==> src/rtl/mem_port_arbiter_if.sv <==
// Handshake bundle for mem_port_arbiter: fetch and data requesters plus the shared memory port.
// slave is the arbiter's view; master is the requesters-and-memory side.
interface mem_port_arbiter_if;
  logic        f_req;
  logic [63:0] f_addr;
  logic        f_gnt;
  logic        f_rvalid;
  logic        d_req;
  logic        d_we;
  logic [63:0] d_addr;
  logic [31:0] d_wdata;
  logic        d_gnt;
  logic        d_rvalid;
  logic [31:0] rdata;
  logic        m_req;
  logic        m_we;
  logic [63:0] m_addr;
  logic [31:0] m_wdata;
  logic        m_ready;
  logic [31:0] m_rdata;

  modport slave (
    input  f_req, f_addr, d_req, d_we, d_addr, d_wdata, m_ready, m_rdata,
    output f_gnt, f_rvalid, d_gnt, d_rvalid, rdata, m_req, m_we, m_addr, m_wdata
  );

  modport master (
    output f_req, f_addr, d_req, d_we, d_addr, d_wdata, m_ready, m_rdata,
    input  f_gnt, f_rvalid, d_gnt, d_rvalid, rdata, m_req, m_we, m_addr, m_wdata
  );
endinterface

==> src/rtl/mem_port_arbiter.sv <==
// Shares one memory port between instruction fetch and the MEM stage, one transaction at a time.
// Define ARB_STARVE_GUARD_EN to let a waiting fetch win after STARVE_LIMIT back-to-back data grants.
module mem_port_arbiter #(
  parameter int unsigned STARVE_LIMIT = 3
) (
  input logic               clock,
  input logic               rst_n,
  mem_port_arbiter_if.slave bus
);

  typedef enum logic [1:0] {IDLE, BUSY_F, BUSY_D} state_t;

  state_t      r_state;
  state_t      w_next_state;
  logic        w_idle;
  logic        w_pick_f;
  logic        w_pick_d;
  logic        w_starved;
  logic [63:0] r_addr;
  logic        r_we;
  logic [31:0] r_wdata;
  logic [31:0] r_rdata;
  logic        r_f_gnt;
  logic        r_d_gnt;
  logic        r_f_rvalid;
  logic        r_d_rvalid;

  if (STARVE_LIMIT < 1 || STARVE_LIMIT > 15) begin : g_bad_limit
    $error("STARVE_LIMIT must lie in 1..15");
  end

  assign w_idle   = (r_state == IDLE);
  assign w_pick_f = w_idle && bus.f_req && (!bus.d_req || w_starved);
  assign w_pick_d = w_idle && bus.d_req && !w_pick_f;

`ifdef ARB_STARVE_GUARD_EN
  logic [3:0] r_starve_cnt;

  assign w_starved = (r_starve_cnt == 4'(STARVE_LIMIT));

  // Counts data wins that overtook a waiting fetch; any gap in f_req forgives the history.
  always_ff @(posedge clock or negedge rst_n) begin
    if (!rst_n) begin
      r_starve_cnt <= '0;
    end else if (w_idle) begin
      if (!bus.f_req || w_pick_f) begin
        r_starve_cnt <= '0;
      end else if (w_pick_d && r_starve_cnt != 4'hF) begin
        r_starve_cnt <= r_starve_cnt + 4'd1;
      end
    end
  end
`else
  assign w_starved = 1'b0;
`endif

  always_ff @(posedge clock or negedge rst_n) begin
    if (!rst_n) begin
      r_state <= IDLE;
    end else begin
      r_state <= w_next_state;
    end
  end

  always_comb begin
    w_next_state = r_state;
    case (r_state)
      IDLE: begin
        if (w_pick_f) begin
          w_next_state = BUSY_F;
        end else if (w_pick_d) begin
          w_next_state = BUSY_D;
        end
      end
      BUSY_F, BUSY_D: begin
        if (bus.m_ready) begin
          w_next_state = IDLE;
        end
      end
      default: w_next_state = IDLE;
    endcase
  end

  // Winner's request is captured at the grant edge so the memory port stays frozen while BUSY.
  always_ff @(posedge clock or negedge rst_n) begin
    if (!rst_n) begin
      r_addr     <= '0;
      r_we       <= 1'b0;
      r_wdata    <= '0;
      r_rdata    <= '0;
      r_f_gnt    <= 1'b0;
      r_d_gnt    <= 1'b0;
      r_f_rvalid <= 1'b0;
      r_d_rvalid <= 1'b0;
    end else begin
      r_f_gnt    <= w_pick_f;
      r_d_gnt    <= w_pick_d;
      r_f_rvalid <= (r_state == BUSY_F) && bus.m_ready;
      r_d_rvalid <= (r_state == BUSY_D) && bus.m_ready;
      if (w_pick_f) begin
        r_addr <= bus.f_addr;
        r_we   <= 1'b0;
      end else if (w_pick_d) begin
        r_addr  <= bus.d_addr;
        r_we    <= bus.d_we;
        r_wdata <= bus.d_wdata;
      end
      if (!w_idle && bus.m_ready && !r_we) begin
        r_rdata <= bus.m_rdata;
      end
    end
  end

  assign bus.f_gnt    = r_f_gnt;
  assign bus.d_gnt    = r_d_gnt;
  assign bus.f_rvalid = r_f_rvalid;
  assign bus.d_rvalid = r_d_rvalid;
  assign bus.rdata    = r_rdata;
  assign bus.m_req    = !w_idle;
  assign bus.m_we     = r_we;
  assign bus.m_addr   = r_addr & ~64'h3;
  assign bus.m_wdata  = r_wdata;

endmodule

==> src/flat_wrapper.sv <==
// flat-port wrapper written by rule: the top's interface ports become plain ports
module mem_port_arbiter_flat 
#(
  parameter int unsigned STARVE_LIMIT = 3
)
  (clock, rst_n, bus_f_req, bus_f_addr, bus_d_req, bus_d_we, bus_d_addr, bus_d_wdata, bus_m_ready, bus_m_rdata, bus_f_gnt, bus_f_rvalid, bus_d_gnt, bus_d_rvalid, bus_rdata, bus_m_req, bus_m_we, bus_m_addr, bus_m_wdata);
  mem_port_arbiter_if bus_i ();
  input logic clock;
  input logic rst_n;
  input wire logic [$bits(bus_i.f_req)-1:0] bus_f_req;
  input wire logic [$bits(bus_i.f_addr)-1:0] bus_f_addr;
  input wire logic [$bits(bus_i.d_req)-1:0] bus_d_req;
  input wire logic [$bits(bus_i.d_we)-1:0] bus_d_we;
  input wire logic [$bits(bus_i.d_addr)-1:0] bus_d_addr;
  input wire logic [$bits(bus_i.d_wdata)-1:0] bus_d_wdata;
  input wire logic [$bits(bus_i.m_ready)-1:0] bus_m_ready;
  input wire logic [$bits(bus_i.m_rdata)-1:0] bus_m_rdata;
  output wire logic [$bits(bus_i.f_gnt)-1:0] bus_f_gnt;
  output wire logic [$bits(bus_i.f_rvalid)-1:0] bus_f_rvalid;
  output wire logic [$bits(bus_i.d_gnt)-1:0] bus_d_gnt;
  output wire logic [$bits(bus_i.d_rvalid)-1:0] bus_d_rvalid;
  output wire logic [$bits(bus_i.rdata)-1:0] bus_rdata;
  output wire logic [$bits(bus_i.m_req)-1:0] bus_m_req;
  output wire logic [$bits(bus_i.m_we)-1:0] bus_m_we;
  output wire logic [$bits(bus_i.m_addr)-1:0] bus_m_addr;
  output wire logic [$bits(bus_i.m_wdata)-1:0] bus_m_wdata;
  assign bus_i.f_req = bus_f_req;
  assign bus_i.f_addr = bus_f_addr;
  assign bus_i.d_req = bus_d_req;
  assign bus_i.d_we = bus_d_we;
  assign bus_i.d_addr = bus_d_addr;
  assign bus_i.d_wdata = bus_d_wdata;
  assign bus_i.m_ready = bus_m_ready;
  assign bus_i.m_rdata = bus_m_rdata;
  assign bus_f_gnt = bus_i.f_gnt;
  assign bus_f_rvalid = bus_i.f_rvalid;
  assign bus_d_gnt = bus_i.d_gnt;
  assign bus_d_rvalid = bus_i.d_rvalid;
  assign bus_rdata = bus_i.rdata;
  assign bus_m_req = bus_i.m_req;
  assign bus_m_we = bus_i.m_we;
  assign bus_m_addr = bus_i.m_addr;
  assign bus_m_wdata = bus_i.m_wdata;
  mem_port_arbiter #(.STARVE_LIMIT(STARVE_LIMIT)) u_core (.clock(clock), .rst_n(rst_n), .bus(bus_i));
endmodule
==> config.mk <==
export PLATFORM = sky130hd
export DESIGN_NAME = mem_port_arbiter_flat
export DESIGN_NICKNAME = d
export VERILOG_FILES = /design/src/rtl/mem_port_arbiter_if.sv /design/src/rtl/mem_port_arbiter.sv /design/src/flat_wrapper.sv
export SDC_FILE = /design/constraint.sdc
export NUM_CORES = 1
export LEC_CHECK = 0
export ABC_AREA = 1
export BUFFER_PORTS_ARGS = -buffer_cell sky130_fd_sc_hd__buf_2
export CAP_MARGIN = 10
export CORE_AREA = 4 4 127 129
export CTS_CLUSTER_SIZE = 8
export DETAILED_ROUTE_END_ITERATION = 7
export DIE_AREA = 0 0 131 133
export GPL_ROUTABILITY_DRIVEN = 0
export PLACE_DENSITY = 0.73
export SYNTH_ARGS = -nofsm -noshare
export SYNTH_HDL_FRONTEND = slang
export SYNTH_SLANG_ARGS = --single-unit
==> constraint.sdc <==
create_clock -name clock -period 1.7 [get_ports clock]
set_input_delay 0.17 -clock clock [delete_from_list [all_inputs] [get_ports clock]]
set_output_delay 0.17 -clock clock [all_outputs]
set_load 0.01 [all_outputs]
==> results of run 1 <==
==> routing by layer <==
layer,vias up,wire length [µm],GRT usage
met3,65,1680,0.0682
li1,3160,-,-
met2,317,10700,0.399
met5,-,0,0
met4,0,827,0.115
met1,2999,7940,0.256
==> worst max-delay path by stage <==
stage,startpoint,end,slack (ns),depth (start not counted)
2_1_floorplan,u_core.r_state[0]$_DFFE_PN0P_,u_core.r_addr[2]$_DFFE_PN0P_,0.25,7
3_3_place_gp,u_core.r_state[0]$_DFFE_PN0P_,u_core.r_addr[5]$_DFFE_PN0P_,0.13,7
3_5_place_dp,u_core.r_state[1]$_DFFE_PN0P_,u_core.r_addr[10]$_DFFE_PN0P_,0.1,7
4_1_cts,u_core.r_state[1]$_DFFE_PN0P_,bus_m_req,0.03,4
5_1_grt,u_core.r_state[0]$_DFFE_PN0P_,u_core.r_addr[38]$_DFFE_PN0P_,0.02,8
6_report,u_core.r_state[1]$_DFFE_PN0P_,u_core.r_addr[38]$_DFFE_PN0P_,0.15,8
==> sequential cells by signal (all words and copies together) (netlist names) <==
name                 flops
u_core.bus.d_rvalid      1
u_core.r_state           2
u_core.bus.f_gnt         1
u_core.r_addr           62
u_core.bus.f_rvalid      1
u_core.bus.rdata        32
u_core.bus.m_we          1
u_core.bus.d_gnt         1
u_core.bus.m_wdata      32
==> logic make-up after synthesis <==
family                   synth area share
AO/OA/AOI/OAI                      0.0551
adder cells (fa/ha/maj)           0.00847
other                            0.000635
AND/OR/NAND/NOR                     0.287
flip-flops                          0.563
buffers and inverters              0.0856
==> cell usage after synthesis <==
library cell,n,area [µm²]
nor2_1,1,3.75
buf_1,1,3.75
dfrtp_1,133,3330
nand3_2,1,10.0
o21ai_0,63,315
clkinv_1,1,3.75
conb_1,1,3.75
ha_1,4,50.1
buf_4,5,37.5
nand3_1,157,786
nor2_2,1,6.26
a21oi_1,2,10.0
inv_1,70,263
nand2_2,1,6.26
buf_2,26,130
nand2_1,235,882
clkbuf_1,18,67.6
==> what timing repair did <==
item                                    CTS  global route
resized for setup                         0             6
endpoints found under the setup margin    0            54
buffers inserted                          0             0
endpoints found under the hold margin   159             0
hold buffers                            121             0
==> critical path, delay by kind of cell (launching register included) <==
family	cells	cell delay [ns]
AND/OR/NAND/NOR	3	0.31
AO/OA/AOI/OAI	1	0.10
adder cells (fa/ha/maj)	1	0.20
buffers and inverters	3	0.49
flip-flops	1	0.39
==> power breakdown <==
part / internal [mW] / leakage, nW / switching (mW)
Combinational: 3.02 / 3.53 / 4.53
Sequential: 4.73 / 1.61 / 0.814
Clock: 2.05 / 0.281 / 1.47
Total: 9.80 / 5.43 / 6.82
==> final cells by class <==
cell class,count,area [µm²]
fill,1204,5440
sequential,133,3330
multi-input combinational,467,2110
clock inverter,15,143
inverter,71,267
clock buffer,17,425
timing repair buffer,468,3090
tap,188,235
==> impl_results.md, run 1 <==
- Area of the mapped netlist: slightly below 6000 µm²
- Arr. time, crit path: between 1.5 and 2 ns
- Clk buf depth: 2
- Cell leakage power: approximately 5.4 nW
- Endpoint, Worst Hold: u_core.bus.rdata[4]$_DFFE_PN0P_
- RSZ-0062 raised after global routing: false
- CTS Sinks: approximately 130
- Worst EP required: just over 2 ns
- Final Max Tran Viols: 0
- Critical path launch point type: register
- Minimum clock period: approximately 1.6 ns
- Reg2Reg Depth: 8
- # IOs: around 330
- Final Instance Count excl. Fillers: about 1400
- Final nets: 1360
- Die W: around 130 µm
- Hold_ws: approximately 0.018 ns
- Initial DRC Count: roughly 330
- Die area: 17400 µm²
- Hold Crit Class: in2reg
- Global-route wire length before repair: between 30000 and 40000 µm
- Vias: between 6000 and 7000
- Area after DPL: 7790 µm²
- Setup WS pre-CTS: 0.0970 ns
- CTS clock-pin slew for the worst setup and hold paths: around 0.060 ns
- Critical Path Fanout Max: 31
- Vias in the first global route: 6501
- Largest net degree at the start of global routing: 53
- Max-cap violations: 0
- Cells after DPL: around 1200
- Initial DRT Pass Iterations: 6
- Hold Path Depth: 3
- Final instance area: between 9000 and 10000 µm²
- Setup TNS: 0 ns
- Status: completed
- Reg2reg setup slack: roughly 0.15 ns
- Vias per cell: roughly 4.8
- # H-tree levels: 4
- Skew-Pair Late Insertion Delay: about 0.41 ns
- Input/output buffers: 325
- Worst Setup End Kind: register
- Synth Register Bits: between 100 and 150
- Most common cell after layout, fill and taps aside: buf_2
- FF-to-FF Start: u_core.r_state[1]$_DFFE_PN0P_
- Mean Syn Cell Area: approximately 8.2 µm²
- Yosys cell types: 17
- Rows: 45
- CTS Buf Count: 17
- CTS Root Cell: clkbuf_16
- Fmax: around 0.64 GHz
- Starting Density: 0.393
- Drt drc: 0
- Synth Instances: 720
- Total gr overflow: 0
- Crit Reg-Reg Endpoint: u_core.r_addr[38]$_DFFE_PN0P_
- PnR worst setup slack: ~0.15 ns
- Antenna cell count: 0
- Layout area overhead: 62.4%
- Final setup vio count: 0
- Final core occ: 0.638
- Clock Skew: between 0.01 and 0.015 ns
- Drt total wl: roughly 21000 µm
- Core area: approximately 15000 µm²
- Power per cell area: approximately 1700 nW/µm²
- Peak VDD IR: 887 µV
- Tcrit/Tclk final: 0.914
- Slowest-stage cell, CP: dfrtp_1
- Crit path cell chain: inv_2 > ha_4 > nand2_2 > buf_4 > nand2_1 > nand3_1 > o21ai_0 > inv_1
- Seq/Total Area, Yosys: 0.563
- HPWL after DPL: about 13000 µm
- Max stage delay on crit path: 0.39 ns
- Most frequent cells in the layout: buf_2, nand2_1, nand3_1, dfrtp_1, dlygate4sd3_1
- Die H: about 130 µm
- Pwr Total: roughly 17 mW
- Initial antenna violation count: 0
- GR Util All Layers: 0.232
- Hold_sp: bus_m_rdata[4]
- Yosys warnings: 0
- Final hold violations: 0
- DR WL/cell: between 15 and 20 µm
- CTS tree: yes
- Kind of critical path: reg2reg
- Antenna viol nets, final: 0
- Share of cells above drive strength 1: 0.330
(Power assumes the default switching activity.)
==> run 2: changes to the inputs <==
==> constraint.sdc (replaced) <==
create_clock -name clock -period 1.71 [get_ports clock]
set_input_delay 0.171 -clock clock [delete_from_list [all_inputs] [get_ports clock]]
set_output_delay 0.171 -clock clock [all_outputs]
set_load 0.01 [all_outputs]
==> impl_results.md, run 2 (same netlist as run 1, synthesis figures left out) <==
- Final hold violations: 0
- Fmax: 0.606 GHz
- HPWL after DPL: about 13000 µm
- Crit Reg-Reg Endpoint: u_core.r_addr[24]$_DFFE_PN0P_
- Pwr Total: roughly 17 mW
- CTS Sinks: about 130
- Total gr overflow: 0
- Max stage delay on crit path: between 0.3 and 0.4 ns
- Most common cell after layout, fill and taps aside: buf_2
- Clk buf depth: 2
- Worst EP required: about 2.0 ns
- Crit path buffers/inverters: 3
- # IOs: 332
- Final nets: ~1400
- Starting Density: 0.393
- Hold Path Depth: 3
- Crit path cell chain: inv_1 > ha_2 > nand2_2 > buf_4 > nand2_1 > nand3_1 > o21ai_0 > inv_1
- GR Util All Layers: 0.239
- Status: completed
- Critical path launch point type: register
- Critical Path Fanout Max: 33
- Hold_sp: bus_f_addr[33]
- # H-tree levels: 4
- CTS Buf Count: 17
- Critical path's most frequent cell: inv_1
- Drt total wl: around 21000 µm
- Vias in the first global route: slightly below 7000
- Vias: ~6600
- Crit path max-delay family: buffers and inverters
- Core area: about 15000 µm²
- PnR worst setup slack: 0.0611 ns
- Die H: 133 µm
- Largest net degree at the start of global routing: slightly below 80
- Setup WS pre-CTS: between 0.1 and 0.15 ns
- CTS tree: yes
- RSZ-0062 raised after global routing: true
- Kind of critical path: reg2reg
- Global-route wire length before repair: 33000 µm
- DR WL/cell: 15.6 µm
- Final setup vio count: 0
- Area after DPL: approximately 7800 µm²
- Vias per cell: slightly below 5
- Max-cap violations: 0
- Share of cells above drive strength 1: 0.325
- Biggest register: u_core.r_addr
- CTS Root Cell: clkbuf_16
- Largest register FFs: 62
- CTS clock-pin slew for the worst setup and hold paths: around 0.060 ns
- Initial antenna violation count: 2
- Layout area overhead: 62.3%
- Minimum clock period: roughly 1.6 ns
- FF-to-FF Start: u_core.r_state[0]$_DFFE_PN0P_
- Input/output buffers: around 330
- Slowest-stage cell, CP: dfrtp_1
- Tcrit/Tclk final: 0.964
- Initial DRC Count: 498
- Peak VDD IR: around 1100 µV
- Clock Skew: about 0.010 ns
- Worst Setup End Kind: register
- Reg2Reg Depth: 8
- Cell leakage power: 5.42 nW
- Skew-Pair Late Insertion Delay: approximately 0.42 ns
- Hold Crit Class: in2reg
- Rows: 45
- Arr. time, crit path: slightly below 2 ns
- Drt drc: 0
- Final instance area: about 9600 µm²
- Fillers: approximately 1200
- Most frequent cells in the layout: buf_2, nand2_1, nand3_1, dfrtp_1, dlygate4sd3_1
- Reg2reg setup slack: between 0.06 and 0.07 ns
- Die area: 17400 µm²
- Endpoint, Worst Hold: u_core.r_addr[33]$_DFFE_PN0P_
- Antenna viol nets, final: 0
- Power per cell area: approximately 1700 nW/µm²
- Die W: around 130 µm
- Initial DRT Pass Iterations: 5
- Hold_ws: 0.0124 ns
- Final Max Tran Viols: 0
-- run 2: changes by cell type in the layout (fill, tap and decap cells not counted), sizes merged --
cell / before / now
buf: 347 / 342
bufinv: 1 / 3
clkinv: 7 / 5
diode: 0 / 2
inv: 77 / 75
clkbuf: 17 / 18
clkinvlp: 1 / 2
-- run 2: how the worst max path moves through the flow --
stage / depth (start not counted) / to / slack [ns] / from
finish: 8 / u_core.r_addr[24]$_DFFE_PN0P_ / 0.06 / u_core.r_state[0]$_DFFE_PN0P_
global route: 8 / u_core.r_addr[24]$_DFFE_PN0P_ / -0.02 / u_core.r_state[0]$_DFFE_PN0P_
CTS: 4 / bus_m_req / 0.03 / u_core.r_state[0]$_DFFE_PN0P_
detailed placement: 7 / u_core.r_addr[16]$_DFFE_PN0P_ / 0.10 / u_core.r_state[0]$_DFFE_PN0P_
global placement: 7 / u_core.r_addr[5]$_DFFE_PN0P_ / 0.14 / u_core.r_state[0]$_DFFE_PN0P_
floorplan: 7 / u_core.r_addr[2]$_DFFE_PN0P_ / 0.26 / u_core.r_state[0]$_DFFE_PN0P_
-- run 2: layout make-up --
class,instances,area [µm²],share of cell area
well taps,188,235,0.0245
flip-flops and latches,133,3330,0.347
clock buffers,18,439,0.0458
inverters,71,267,0.0278
clock inverters,14,173,0.0180
repair buffers,463,3050,0.318
multi-input cells,467,2090,0.218
diodes,2,5.00,0.000522
-- run 2: what timing repair did --
action / in CTS / in global routing
buffers inserted: 0 / 0
resized for setup: 0 / 2
endpoints found under the hold margin: 254 / 0
hold buffers: 121 / 0
setup endpoints to repair: 0 / 24
-- run 2: stage by stage --
stage	utilization	std cells	setup TNS [ns]
2_1_floorplan	-	721	0
3_3_place_gp	0.516	1201	0
3_5_place_dp	0.516	1201	0
4_1_cts	0.637	1354	0
5_1_grt	0.638	1356	-0.0312
6_report	0.638	1356	0
-- run 2: tightest hold or removal path: cells and delay by family --
| kind | cells | cell delay, ns |
|---|---|---|
| AO/OA/AOI/OAI | 1 | 0.08 |
| buffers and inverters | 2 | 0.14 |
-- run 2: routing by layer --
metal	global-route usage	vias to the layer above	wire, µm
li1	-	3151	-
met1	0.268	3064	7980
met2	0.411	335	10800
met3	0.0706	60	1690
met4	0.110	0	724
met5	0	-	0
-- run 2: power by group --
group          switching, mW  internal (mW)
combinational           4.50           2.92
clock                   1.40           2.35
sequential             0.781           4.71
==> run 3: changes to the inputs <==
--- a/config.mk
+++ b/config.mk
@@ -8,12 +8,14 @@
 export ABC_AREA = 1
 export BUFFER_PORTS_ARGS = -buffer_cell sky130_fd_sc_hd__buf_2
 export CAP_MARGIN = 10
-export CORE_AREA = 4 4 127 129
+export CORE_AREA = 4 4 126 128
+export CTS_BUF_LIST = sky130_fd_sc_hd__clkbuf_2
 export CTS_CLUSTER_SIZE = 8
 export DETAILED_ROUTE_END_ITERATION = 7
-export DIE_AREA = 0 0 131 133
+export DIE_AREA = 0 0 130 132
 export GPL_ROUTABILITY_DRIVEN = 0
-export PLACE_DENSITY = 0.73
+export PLACE_DENSITY = 0.74
 export SYNTH_ARGS = -nofsm -noshare
 export SYNTH_HDL_FRONTEND = slang
 export SYNTH_SLANG_ARGS = --single-unit
+export TNS_END_PERCENT = 100
==> impl_results.md, run 3 (same netlist as run 1, synthesis figures left out) <==
- Fmax: 0.591 GHz
- Worst Setup End Kind: register
- Die W: about 130 µm
- Input/output buffers: 325
- Hold_ws: 0.197 ns
- Starting Density: 0.397
- Core area: 14900 µm²
- Cell leakage power: 5.62 nW
- Most common cell after layout, fill and taps aside: buf_2
- Vias: 7136
- CTS tree: yes
- Peak VDD IR: roughly 750 µV
- Worst slew pin tran: just under 0.8 ns
- Kind of critical path: reg2reg
- Rows: 45
- CP Launch Point: u_core.r_state[1]$_DFFE_PN0P_
- Share of cells above drive strength 1: 0.315
- Critical path launch point type: register
- Hold Crit Class: in2reg
- Final setup vio count: 0
- Total gr overflow: 0
- Largest net degree at the start of global routing: 66
- Clock Skew: approximately 0.023 ns
- Initial antenna violation count: 1
- Drt total wl: ~24000 µm
- Initial DRT Pass Iterations: 8
- Vias in the first global route: 7450
- CTS clock-pin slew for the worst setup and hold paths: 0.20 ns
- # IOs: about 330
- DR WL/cell: 16.7 µm
- Area after DPL: approximately 7800 µm²
- Most frequent cells in the layout: buf_2, nand2_1, dlygate4sd3_1, nand3_1, dfrtp_1
- CTS Sinks: ~130
- Minimum clock period: 1.69 ns
- # H-tree levels: 4
- CTS Root Cell: clkbuf_2
- Tcrit/Tclk final: 0.990
- HPWL after DPL: between 10000 and 15000 µm
- Clk buf depth: 2
- Slew HR: 0.474
- Final hold violations: 0
- Status: completed
- Reg2reg setup slack: 0.02 ns
- Reg2Reg Depth: 9
- RSZ-0062 raised after global routing: true
- Fillers: about 1100
- Critical Path Fanout Max: 65
- Crit Reg-Reg Endpoint: u_core.r_addr[32]$_DFFE_PN0P_
- Power per cell area: between 1500 and 2000 nW/µm²
- FF-to-FF Start: u_core.r_state[1]$_DFFE_PN0P_
- Layout area overhead: 70.5%
- Final Max Tran Viols: 0
- Largest register FFs: 62
- CTS Buf Count: 17
- Max-cap violations: 0
- Setup crit end: u_core.r_addr[32]$_DFFE_PN0P_
- Global-route wire length before repair: 37200 µm
- Worst EP required: between 2 and 2.5 ns
- Vias per cell: approximately 5
- Biggest register: u_core.r_addr
- Final nets: around 1400
- Arr. time, crit path: between 2 and 2.5 ns
- Drt drc: 0
- Final instance area: between 10000 and 15000 µm²
- Die area: 17200 µm²
- Antenna viol nets, final: 0
- GR Util All Layers: 0.276
- Skew-Pair Late Insertion Delay: about 0.70 ns
- Die H: ~130 µm
- Initial DRC Count: between 400 and 500
## run 3: worst min-delay path by stage
stage / start / end / cells after the start
after global placement: rst_n / u_core.bus.rdata[11]$_DFFE_PN0P_ / 1
after floorplan: rst_n / u_core.bus.d_gnt$_DFF_PN0_ / 0
after CTS: bus_d_wdata[13] / u_core.bus.m_wdata[13]$_DFFE_PN0P_ / 4
after global routing: bus_d_wdata[18] / u_core.bus.m_wdata[18]$_DFFE_PN0P_ / 4
final: bus_d_wdata[30] / u_core.bus.m_wdata[30]$_DFFE_PN0P_ / 4
after detailed placement: rst_n / u_core.bus.rdata[11]$_DFFE_PN0P_ / 1
## run 3: stage by stage
stage	TNS, ns	power [mW]	cells	setup slack [ns]	util
floorplan	0	9.64	721	0.258	-
global placement	0	12.4	1199	0.158	0.522
detailed placement	0	12.6	1199	0.136	0.522
CTS	-0.0280	14.9	1427	-0.0280	0.670
global route	-0.622	16.6	1429	-0.105	0.678
finish	0	15.4	1429	0.0177	0.678
## run 3: layout make-up
cell class,instances,area (µm²),share of cell area
repair buffers,540,3870,0.384
flip-flops and latches,133,3330,0.330
multi-input cells,467,2160,0.215
inverters,71,269,0.0267
well taps,188,235,0.0234
clock inverters,11,114,0.0113
clock buffers,18,90.1,0.00895
diodes,1,2.50,0.000248
## run 3: routing by layer
| metal | vias up | GRT usage | wire length [µm] |
|---|---|---|---|
| met5 | - | 0 | 0 |
| met4 | 0 | 0.170 | 1560 |
| met3 | 121 | 0.0847 | 1910 |
| met2 | 412 | 0.463 | 12000 |
| met1 | 3303 | 0.301 | 8440 |
| li1 | 3300 | - | - |
## run 3: repair_timing
| item | CTS | global route |
|---|---|---|
| gates cloned | 0 | 0 |
| buffers inserted | 4 | 1 |
| endpoints found under the setup margin | 1 | 62 |
| resized for setup | 6 | 33 |
| endpoints found under the hold margin | 266 | 0 |
| pin swaps | 1 | 0 |
| hold buffers | 195 | 0 |
## run 3: critical path: stages (launching register included)
cell and delay, ns:
dfrtp_1 0.41, inv_2 0.06, ha_4 0.17, buf_4 0.13, buf_4 0.14, nand3_4 0.12
buf_16 0.24, nand3_1 0.15, o21ai_2 0.10, inv_1 0.07
## run 3: power breakdown
part           total [mW]  internal [mW]  leakage (nW)  switching [mW]
clock                1.79          0.633         0.122            1.15
sequential           5.52           4.67          1.61           0.850
combinational        8.09           3.28          3.88            4.81
